--- src/rtl/muldiv_unit.sv ---
// Iterative multiply/divide sequencer owning HI/LO for the MIPS EX stage.
// Shift-add multiply, restoring divide, one bit per cycle, sign fix-up in FIX.
module muldiv_unit #(
  parameter int unsigned WIDTH = 32
) (
  input  logic             clk,
  input  logic             rst_n,
  input  logic             start,
  input  logic [1:0]       op,
  input  logic [WIDTH-1:0] src_a,
  input  logic [WIDTH-1:0] src_b,
  input  logic             mf_req,
  output logic             stall,
  output logic             busy,
  output logic             done,
  output logic             div_by_zero,
  output logic [WIDTH-1:0] hi_out,
  output logic [WIDTH-1:0] lo_out
);

  localparam int unsigned CW = (WIDTH > 1) ? $clog2(WIDTH) : 1;

  typedef enum logic [1:0] {
    IDLE = 2'd0,
    MUL  = 2'd1,
    DIV  = 2'd2,
    FIX  = 2'd3
  } state_e;

  state_e             state_q, state_d;
  logic [CW-1:0]      cnt_q, cnt_d;
  logic [2*WIDTH-1:0] acc_q, acc_d;
  logic [WIDTH-1:0]   opnd_q, opnd_d;
  logic [WIDTH-1:0]   a_raw_q, a_raw_d;
  logic               is_div_q, is_div_d;
  logic               dbz_pend_q, dbz_pend_d;
  logic               neg_p_q, neg_p_d;
  logic               neg_r_q, neg_r_d;
  logic [WIDTH-1:0]   hi_q, hi_d;
  logic [WIDTH-1:0]   lo_q, lo_d;
  logic               done_q, done_d;
  logic               dbz_q, dbz_d;

  function automatic logic [WIDTH-1:0] mag(input logic [WIDTH-1:0] v,
                                           input logic neg);
    return neg ? -v : v;
  endfunction

  logic               sgn_op, sa, sb;
  logic [WIDTH:0]     mul_sum;
  logic [WIDTH:0]     rem_sh;
  logic [WIDTH:0]     trial;
  logic [2*WIDTH-1:0] prod_fix;
  logic [WIDTH-1:0]   quot_fix, rem_fix;

  always_comb begin
    sgn_op = ~op[0];
    sa     = sgn_op & src_a[WIDTH-1];
    sb     = sgn_op & src_b[WIDTH-1];

    mul_sum = acc_q[0] ? ({1'b0, acc_q[2*WIDTH-1:WIDTH]} + {1'b0, opnd_q})
                       : {1'b0, acc_q[2*WIDTH-1:WIDTH]};

    // Remainder stays below the divisor, so W+1 bits cover the shifted value.
    rem_sh = {acc_q[2*WIDTH-1:WIDTH], acc_q[WIDTH-1]};
    trial  = rem_sh - {1'b0, opnd_q};

    prod_fix = neg_p_q ? -acc_q : acc_q;
    quot_fix = neg_p_q ? -acc_q[WIDTH-1:0] : acc_q[WIDTH-1:0];
    rem_fix  = neg_r_q ? -acc_q[2*WIDTH-1:WIDTH] : acc_q[2*WIDTH-1:WIDTH];
  end

  always_comb begin
    state_d    = state_q;
    cnt_d      = cnt_q;
    acc_d      = acc_q;
    opnd_d     = opnd_q;
    a_raw_d    = a_raw_q;
    is_div_d   = is_div_q;
    dbz_pend_d = dbz_pend_q;
    neg_p_d    = neg_p_q;
    neg_r_d    = neg_r_q;
    hi_d       = hi_q;
    lo_d       = lo_q;
    done_d     = 1'b0;
    dbz_d      = dbz_q;

    unique case (state_q)
      IDLE: begin
        if (start) begin
          is_div_d   = op[1];
          dbz_pend_d = op[1] & (src_b == '0);
          neg_p_d    = sa ^ sb;
          neg_r_d    = sa;
          a_raw_d    = src_a;
          cnt_d      = CW'(WIDTH - 1);
          dbz_d      = 1'b0;
          if (op[1]) begin
            acc_d  = {{WIDTH{1'b0}}, mag(src_a, sa)};
            opnd_d = mag(src_b, sb);
          end else begin
            acc_d  = {{WIDTH{1'b0}}, mag(src_b, sb)};
            opnd_d = mag(src_a, sa);
          end
          if (!op[1])             state_d = MUL;
          else if (src_b == '0)   state_d = FIX;
          else                    state_d = DIV;
        end
      end
      MUL: begin
        acc_d = {mul_sum, acc_q[WIDTH-1:1]};
        cnt_d = cnt_q - 1'b1;
        if (cnt_q == '0) state_d = FIX;
      end
      DIV: begin
        if (!trial[WIDTH]) acc_d = {trial[WIDTH-1:0], acc_q[WIDTH-2:0], 1'b1};
        else               acc_d = {rem_sh[WIDTH-1:0], acc_q[WIDTH-2:0], 1'b0};
        cnt_d = cnt_q - 1'b1;
        if (cnt_q == '0) state_d = FIX;
      end
      FIX: begin
        if (dbz_pend_q) begin
          hi_d  = a_raw_q;
          lo_d  = '1;
          dbz_d = 1'b1;
        end else if (is_div_q) begin
          hi_d = rem_fix;
          lo_d = quot_fix;
        end else begin
          hi_d = prod_fix[2*WIDTH-1:WIDTH];
          lo_d = prod_fix[WIDTH-1:0];
        end
        done_d  = 1'b1;
        state_d = IDLE;
      end
      default: state_d = IDLE;
    endcase
  end

  always_ff @(posedge clk) begin
    if (!rst_n) begin
      state_q    <= IDLE;
      cnt_q      <= '0;
      acc_q      <= '0;
      opnd_q     <= '0;
      a_raw_q    <= '0;
      is_div_q   <= 1'b0;
      dbz_pend_q <= 1'b0;
      neg_p_q    <= 1'b0;
      neg_r_q    <= 1'b0;
      hi_q       <= '0;
      lo_q       <= '0;
      done_q     <= 1'b0;
      dbz_q      <= 1'b0;
    end else begin
      state_q    <= state_d;
      cnt_q      <= cnt_d;
      acc_q      <= acc_d;
      opnd_q     <= opnd_d;
      a_raw_q    <= a_raw_d;
      is_div_q   <= is_div_d;
      dbz_pend_q <= dbz_pend_d;
      neg_p_q    <= neg_p_d;
      neg_r_q    <= neg_r_d;
      hi_q       <= hi_d;
      lo_q       <= lo_d;
      done_q     <= done_d;
      dbz_q      <= dbz_d;
    end
  end

  assign busy        = (state_q != IDLE);
  assign stall       = busy & (mf_req | start);
  assign done        = done_q;
  assign div_by_zero = dbz_q;
  assign hi_out      = hi_q;
  assign lo_out      = lo_q;

endmodule
--- config.mk ---
export PLATFORM = sky130hd
export DESIGN_NAME = muldiv_unit
export DESIGN_NICKNAME = d
export VERILOG_FILES = /design/src/rtl/muldiv_unit.sv
export SDC_FILE = /design/constraint.sdc
export NUM_CORES = 1
export LEC_CHECK = 0
export ABC_AREA = 1
export BUFFER_PORTS_ARGS = -buffer_cell sky130_fd_sc_hd__buf_4
export CAP_MARGIN = 30
export CORE_AREA = 3 3 238 240
export DETAILED_ROUTE_END_ITERATION = 10
export DIE_AREA = 0 0 241 243
export SYNTH_ARGS = -nofsm -noshare
export SYNTH_HDL_FRONTEND = slang
export SYNTH_SLANG_ARGS = --single-unit
--- constraint.sdc ---
create_clock -name clk -period 3.74 [get_ports clk]
set_clock_uncertainty 0.15 [all_clocks]
set_input_delay 0.187 -clock clk [delete_from_list [all_inputs] [get_ports clk]]
set_output_delay 0.187 -clock clk [all_outputs]
set_load 0.005 [all_outputs]
* Yosys cells after proc, flatten, opt, wreduce, memory -nomap -nowiden
Index checks and enable logic that the tools add are counted.
** Word-level totals
- Logic and storage cells :: 73
- Output and inout bits :: 68
- Bits of input ports :: 70
- Register bits :: 205
** Cells by class
- Bitwise logic cells :: 7
- Multiplexer cells :: 26
- $add $sub $neg :: 8
- Equality and inequality tests :: 6
- Reductions and logical operators :: 13
** Operators with widths (count)
- 32-bit two-way mux :: 10
- 64-bit two-way mux :: 3
- 64-bit case mux with 3 select lines :: 1
- 32-bit negation :: 4
- 64-bit negation :: 1
- 32-bit by 32-bit adder with 33-bit output :: 1
- 33-bit two-way mux :: 1
- 33-bit by 32-bit subtractor with 33-bit output :: 1
- 32-bit logical NOT :: 1
- 5-bit case mux with 2 select lines :: 1
- 2-bit AND reduction :: 4
- 2-bit two-way mux :: 3
- 2-bit case mux with 3 select lines :: 1
- 2-bit nonzero test :: 3
- 5-bit logical NOT :: 1
- 5-bit two-way mux :: 1
- 5-bit by 1-bit subtractor with 5-bit output, second input constant :: 1
- 1-bit AND :: 4
- 2-bit equality test, second input constant :: 2
- 1-bit two-way mux :: 4
- 2-bit inequality test, second input constant :: 2
- 3-bit AND reduction :: 1
- 3-bit nonzero test :: 1
- 2-bit by 1-bit equality test with 1-bit output, second input constant :: 1
- 7 further kinds :: 7

* Logic depth before layout (Yosys ltp)
Gate-level depths: netlist (run 1).
- Word-level depth :: 6
- Gate-level depth with buffers :: 20
- Gate-level depth less buffers :: 19

* Least setup slack after synthesis (run 1)
No wires, ideal clock.
- Path kind :: reg-to-reg
- From :: reg acc_q[0]
- To :: reg hi_q[14], in the netlist hi_out[14]
- Data arrival time :: 2.288 ns
- Path buffers :: 2
- Setup slack :: 1.170 ns
- Cell stages (with the launch flop) :: 18
- Required time :: 3.458 ns
- Cell sequence :: dfxtp_1 > inv_2 > clkbuf_1 > clkbuf_1 > ha_1 > nand3_1 > inv_1 > nand2_1 > nor2_2 > nand3_1 > nand2_1 > nand2_1 > inv_1 > nand2_1 > nand3_1 > nand2_1 > o21ai_0 > a21oi_1
** On the way
- Word-level cells in the longest chain between the ends :: 4
** RTL lines
- start, declared :: line 32 : logic [2*WIDTH-1:0] acc_q, acc_d;
- start signal, assigned :: line 144 : acc_q <= '0;
- start signal, assigned :: line 158 : acc_q <= acc_d;
- 64-bit negation :: line 68 : prod_fix = neg_p_q ? -acc_q : acc_q;
- 64-bit two-way mux :: line 68
- 32-bit two-way mux :: line 126 : end else if (is_div_q) begin
- 32-bit two-way mux :: line 122 : if (dbz_pend_q) begin
- end signal, assigned :: line 165 : hi_q <= hi_d;
- end, declared :: line 39 : logic [WIDTH-1:0] hi_q, hi_d;
Every way passes these cells.
A chain may end at the register's enable or synchronous reset.

* Worst setup path in the final report (run 1)
- From :: reg acc_q[31]
- To :: reg acc_q[41]
** On the way
- Word-level cells in the longest chain between the ends :: 3
** RTL lines
- 33-bit by 32-bit subtractor with 33-bit output :: line 66 : trial = rem_sh - {1'b0, opnd_q};
- 64-bit two-way mux :: line 116 : if (!trial[WIDTH]) acc_d = {trial[WIDTH-1:0], acc_q[WIDTH-2:0], 1'b1};
- 64-bit case mux with 3 select lines :: line 88 : unique case (state_q)
Every way passes these cells.

==> results of run 1 <==
[worst paths after layout]
kind                 endpoint  cells after the start
hold reg to reg   a_raw_q[20]                      2
hold / removal    div_by_zero                      5
setup / recovery    acc_q[41]                     19
setup reg to reg    acc_q[41]                     19
[cells in the mapped netlist, types with 4 or more instances]
cell and n:
a211oi_1 4, a21o_1 5, a21oi_1 285, a21oi_2 11, a22oi_1 32, a31oi_1 19
and2_1 7, buf_1 13, buf_2 11, buf_6 5, clkbuf_1 96, clkinv_1 5
dfxtp_1 205, ha_1 74, inv_1 471, inv_2 9, nand2_1 996, nand2_2 9
nand2_4 4, nand3_1 275, nand3_2 12, nand3b_1 15, nand4_1 46, nor2_1 281
nor2_2 4, nor3_1 40, nor4_1 4, o211ai_1 54, o21ai_0 179, o21bai_1 12
o221ai_1 17, o22ai_1 32, or2_2 14, xnor2_1 25, xor2_1 35
[cells in the final DEF, fill, tap and decap left out, types with 40 or more instances in the layout]
master         netlist  layout
o211ai_1            54      54
nand4_1             46      46
dlygate4sd3_1        0      41
a21oi_1            285     285
nor3_1              40      40
ha_1                74      74
nand2_1            996     995
buf_4                3     195
nand3_1            275     275
o21ai_0            179     179
dfxtp_1            205     205
nor2_1             281     278
inv_1              471     470
[sequential cells by signal, indices dropped and copies added, names as in the netlist]
name         cells
a_raw_q         32
acc_q           64
cnt_q            5
dbz_pend_q       1
div_by_zero      1
done             1
hi_out          32
is_div_q         1
lo_out          32
neg_p_q          1
neg_r_q          1
opnd_q          32
state_q          2
[report_power, final]
group	leakage [nW]	internal, W	switching, W	total (W)
clock	0.430	0.00155	0.00107	0.00261
combinational	8.75	0.00205	0.00526	0.00731
sequential	1.67	0.00257	0.000358	0.00293
[cell families after synthesis]
kind of cell             count (synthesis)  share of synthesized area [%]
buffers and inverters                  614                          12.54
AND/OR/NAND/NOR                       1713                          38.00
flip-flops                             205                          21.58
adder cells (fa/ha/maj)                 76                          5.080
XOR/XNOR                                60                          2.764
AO/OA/AOI/OAI                          665                          20.03
[worst max-delay path: cells and delay by family (launching register included)]
kind / cells / cell delay, ps
compound gates: 1 / 70
fa+ha+maj: 2 / 650
buf+inv: 2 / 240
flops: 1 / 360
simple gates: 14 / 1690
[layout make-up]
class | count | area [um2] | area share (%)
timing repair buffer | 237 | 1894 | 8.574
inverter | 485 | 1822 | 8.246
clock buffer | 29 | 660.6 | 2.990
tap | 704 | 880.8 | 3.987
sequential | 205 | 4104 | 18.58
multi-input combinational | 2514 | 12540 | 56.76
clock inverter | 16 | 191.4 | 0.8665
[per-layer routing]
layer	GRT usage (%)	share of wire, %	vias up
li1	-	-	11120
met3	7.045	13	233
met4	12.37	5.3	2
met1	42.68	42	10690
met5	0	0.014	-
met2	43.28	40	1455
[stage by stage]
stage                     instance area, um2  hold slack (ps)  util, %  power (W)  worst slack [ps]
after floorplan                        19010            185.3        -   0.007375              1170
after global placement                 20830            290.0    37.96   0.009937             438.3
after detailed placement               20830            296.8    37.96   0.009909             532.4
after CTS                              22090            16.25    40.26    0.01256             534.6
after global routing                   22090            29.93    40.26    0.01351             200.3
final                                  22090            18.71    40.26    0.01285             420.7
[timing repair]
action,4_1_cts,5_1_grt
gates resized for setup,0,0
hold buffers,41,0
setup buffers,0,0
setup endpoints to repair,0,0
hold endpoints to repair,61,0
==> qor.yml, run 1 <==
run_status:
  outcome: "finished, final reports clean"
timing:
  slew_headroom_pct: 38.30
  min_period_ps: 3319
  hold_violations: 0
  setup_viol: 0
  fin_setup_tns_ps: 0
  fin_crit_sh_pct: 88.75
  rsz0062_at_grt: "no"
  maxSlewViolCount: 0
  clock.fmax_ghz: 0.3013
  worst_pin_slew_ps: 915.8
global_routing:
  grt_pass1_vias: 20930
  grt_max_degree: 65
  antenna_found_initial: 1
  gr-total-overflow: 0
  grt_first_pass_wirelength_um: 133600
  grt_usage_pct: 30.06
drt:
  drt_iter0_drc: 3219
  routedWlPerCell_um: 21.78
  vias_per_cell: 5.607
  first_pass_iters: 7
  dr_total_vias: 23500
  drc_errors: 0
  postRouteAntennaNets: 0
  wl_um: 91250
setup_path:
  cp-start-kind: "register"
  crit_path_frequent_cell: "nand2_1"
  worstPathCellList: "inv_1 -> ha_1 -> fa_1 -> inv_1 -> nand2_1 -> nand2_1 -> nand3_1 -> nand2_2 -> nand2_2 -> nand2_2 -> nand2_4 -> nand2_4 -> nand2_4 -> nand2_2 -> nand2_1 -> nand3_1 -> nand2_1 -> nand2_1 -> a21oi_1"
  slowest_delay_ps: 480
  cp-end-kind: "register"
  crit_start: "acc_q[31]"
  r2r-start: "acc_q[31]"
  worstPathRequired_ps: 3990
  arrival_ps: 3570
  setup.worst_path.class: "reg -> reg"
  rrSetupSlack_ps: 420
  cp_max_fo: 23
  slowest_stage: "nand2_2"
clock_tree:
  cts_buffer_depth: 3
  htreeDepth: 1
  clock_latency_ps: 550
  cts_inserted_buffers: 25
  cts_tree: "built"
  cts_root_buf: "clkbuf_16"
  clk_pin_slew_ps: 60
  clkSinkCount: 205
finish:
  nFillCells: 6161
  fin_cells: 4190
  fin_nets: 3614
  area_growth_pct: 16.20
  insertedDiodeCount: 0
  drive_above_1_share_pct: 8.979
worst_hold_path:
  min_path_type: "in -> reg"
  hp-start: "start"
synth:
  ys_warn_count: 0
  avgSynthCellArea_um2: 5.705
  ys_types: 50
  synth_flop_cell: "dfxtp_1"
  syn_inst: 3333
  yosys.area.top_type: "dfxtp_1"
  synth_nets: 3479
  ys_seq_area_share_pct: 21.58
  synth_edf_count: 0
  async_reset_ff_share_pct: 0
  synthTopCellsByArea: "dfxtp_1 22%, nand2_1 20%, inv_1 9.3%"
  ys_ff_latch: 205
  synth_top_area_share_pct: 21.58
  syn_area_um2: 19010
floorplanning:
  die_x_um: 241
  core_um2: 54880
  die_h_um: 243
  ioPinCount: 138
  start_util_pct: 34.65
  die_area_um2: 58560
  row_count: 86
pwr:
  irDropWorstVdd_mv: 0.2968
  powerDensity_nw_per_um2: 581.5
  power_leakage_nw: 10.85
flow_run:
  maxCapViolCount: 0
placement:
  placedCellCount: 4104
  dp_hpwl_um: 73710
  io_buffers: 137
  gp_congestion: 1.093
(Power assumes the default switching activity.)
==> run 2: changes to the inputs <==
--- a/config.mk
+++ b/config.mk
@@ -11,6 +11,7 @@
 export CORE_AREA = 3 3 238 240
 export DETAILED_ROUTE_END_ITERATION = 10
 export DIE_AREA = 0 0 241 243
+export HOLD_SLACK_MARGIN = 0.15
 export SYNTH_ARGS = -nofsm -noshare
 export SYNTH_HDL_FRONTEND = slang
 export SYNTH_SLANG_ARGS = --single-unit
==> run 2 against run 1 <==
Compared with the run above:
- die area unchanged
- clock power barely moved
- global-route usage is 0.20 points higher
- count of clock-buffer cells in the layout did not move
- hold slack improved by 210 ps
- critical path type is now in -> reg
- largest cell class unchanged
==> qor.yml, run 2 (synthesis results as in run 1) <==
run_status:
  outcome: "finished, final reports clean"
setup_path:
  cp_max_fo: 7  # -70%
  cp-end-kind: "register"
  slowest_stage: "dlygate4sd3_1"
  arrival_ps: 3770  # +200 ps
  worstPathCellList: "dlygate4sd3_1 -> buf_4 -> inv_1 -> nand3_1 -> nor2_1 -> nand2_1 -> nor2_1 -> nand3_1 -> nand2_1 -> xor2_1 -> nand2_1 -> o21ai_0 -> o21ai_0 -> inv_1"
  path_delay_family: "simple AND/OR/NAND/NOR gates"
  crit_path_frequent_cell: "nand2_1"
  slowest_delay_ps: 540  # +60 ps
  cp_num_buf_inv: 4  # +2
  setup.worst_path.class: "in -> reg"
  cp-start-kind: "input pin"
  worstPathRequired_ps: 4040  # +50 ps
floorplanning:
  row_count: 86  # unchanged
  die_area_um2: 58560  # unchanged
  die_x_um: 241  # unchanged
  start_util_pct: 34.65  # unchanged
  core_um2: 54880  # unchanged
  ioPinCount: 138  # unchanged
  die_h_um: 243  # unchanged
drt:
  postRouteAntennaNets: 0  # unchanged
  vias_per_cell: 5.617  # +0.17%
  first_pass_iters: 6  # -1
  dr_total_vias: 23690  # +0.84%
  drc_errors: 0  # unchanged
  drt_iter0_drc: 3240  # +0.65%
  wl_um: 91770  # +0.57%
  routedWlPerCell_um: 21.76  # about the same
pwr:
  power_leakage_nw: 10.97  # +1.1%
  powerDensity_nw_per_um2: 575.7  # -1.0%
  irDropWorstVdd_mv: 0.2975  # +0.25%
clock_tree:
  cts_root_buf: "clkbuf_16"
  cts_tree: "built"
  ctsResizeCount: 0  # unchanged
  cts_setup_buffers: 0  # unchanged
  clock_latency_ps: 550  # about the same
  cts_inserted_buffers: 25  # unchanged
  htreeDepth: 1  # unchanged
  clkSinkCount: 205  # unchanged
  cts_buffer_depth: 3  # unchanged
  clk_pin_slew_ps: 70  # about the same
timing:
  setup_viol: 0  # unchanged
  min_period_ps: 3464  # +144.3 ps
  setup_slack_ps: 276.3  # -144.3 ps
  fin_setup_tns_ps: 0  # unchanged
  hold_violations: 0  # unchanged
  clock.fmax_ghz: 0.2887  # -4.2%
  maxSlewViolCount: 0  # unchanged
  worst_pin_slew_ps: 914.1  # -1.700 ps
  fin_crit_sh_pct: 92.61  # +3.9 points
  slew_headroom_pct: 38.41  # +0.11 points
  rsz0062_at_grt: "no"
global_routing:
  grt_usage_pct: 30.26  # +0.20 points
  grt_first_pass_wirelength_um: 134600  # +0.74%
  grt_pass1_vias: 21110  # +0.88%
  grt_max_degree: 65  # unchanged
  antenna_found_initial: 1  # unchanged
  gr-total-overflow: 0  # unchanged
finish:
  fin_util_pct: 40.77  # +0.51 points
  nFillCells: 6132  # -0.47%
  top_register: "acc_q"
  area_growth_pct: 17.68
  fin_nets: 3642  # +0.77%
  drive_above_1_share_pct: 8.907  # -0.072 points
  final_cell_mix: "995 x nand2_1, 470 x inv_1, 285 x a21oi_1, 278 x nor2_1, 275 x nand3_1"
  insertedDiodeCount: 0  # unchanged
  largest_reg_flops: 64  # unchanged
  layout_commonest_cell: "nand2_1"
placement:
  dp_hpwl_um: 73710  # unchanged
  dpl_worst_slack_ps: 532.4  # unchanged
  gp_congestion: 1.093  # unchanged
  io_buffers: 137  # unchanged
worst_hold_path:
  min_path_type: "in -> reg"
flow_run:
  maxCapViolCount: 0  # unchanged
==> run 2: what timing repair did <==
item                                    CTS  global route
endpoints found under the setup margin    0             0
endpoints found under the hold margin    98             0
hold buffers                             69             0
==> run 2: worst paths after layout <==
path	from	endpoint	slack (ps)	depth (start not counted)
worst max register to register	acc_q[31]	acc_q[41]	420	19
worst max-delay path	src_a[0]	opnd_q[11]	280	14
worst min-delay path	src_b[14]	opnd_q[14]	220	5
worst min register to register	a_raw_q[20]	a_raw_q[20]	300	2
==> run 2: metal layers <==
layer  track usage (%)  wire length [um]  vias up
met4             12.23              4634        4
met2             43.86             37400     1509
met3             6.965             11390      221
met1             42.91             38300    10780
met5                 0                55        -
li1                  -                 -    11180
==> run 2: layout make-up <==
type | instances | area (um2) | area share (%)
clock inverters | 16 | 191.4 | 0.8556
well taps | 704 | 880.8 | 3.937
repair buffers | 265 | 2175 | 9.719
clock buffers | 29 | 660.6 | 2.953
multi-input cells | 2514 | 12540 | 56.05
flip-flops and latches | 205 | 4104 | 18.34
inverters | 485 | 1822 | 8.142
==> run 2: tightest hold or removal path, delay by kind of cell <==
family / cells / cell delay, ps
and+or+nand+nor: 1 / 110
buffers and inverters: 2 / 150
xor gates and xnor gates: 1 / 240
AOI/OAI and AO/OA: 1 / 160
==> run 2: through the flow <==
stage | hold slack (ps) | area, um2 | total power [W] | cells
2_1_floorplan | 185.3 | 19010 | 0.007375 | 3333
3_3_place_gp | 290.0 | 20830 | 0.009937 | 4104
3_5_place_dp | 296.8 | 20830 | 0.009909 | 4104
4_1_cts | 173.4 | 22370 | 0.01259 | 4218
5_1_grt | 216.6 | 22370 | 0.01355 | 4218
6_report | 224.0 | 22370 | 0.01288 | 4218
==> run 2: report_power, final <==
| group | internal (W) | total, W | switching (W) |
|---|---|---|---|
| logic | 0.00208 | 0.00735 | 0.00527 |
| registers | 0.00257 | 0.00293 | 0.000359 |
| clock network | 0.00155 | 0.00260 | 0.00106 |
| total | 0.00619 | 0.0129 | 0.00669 |
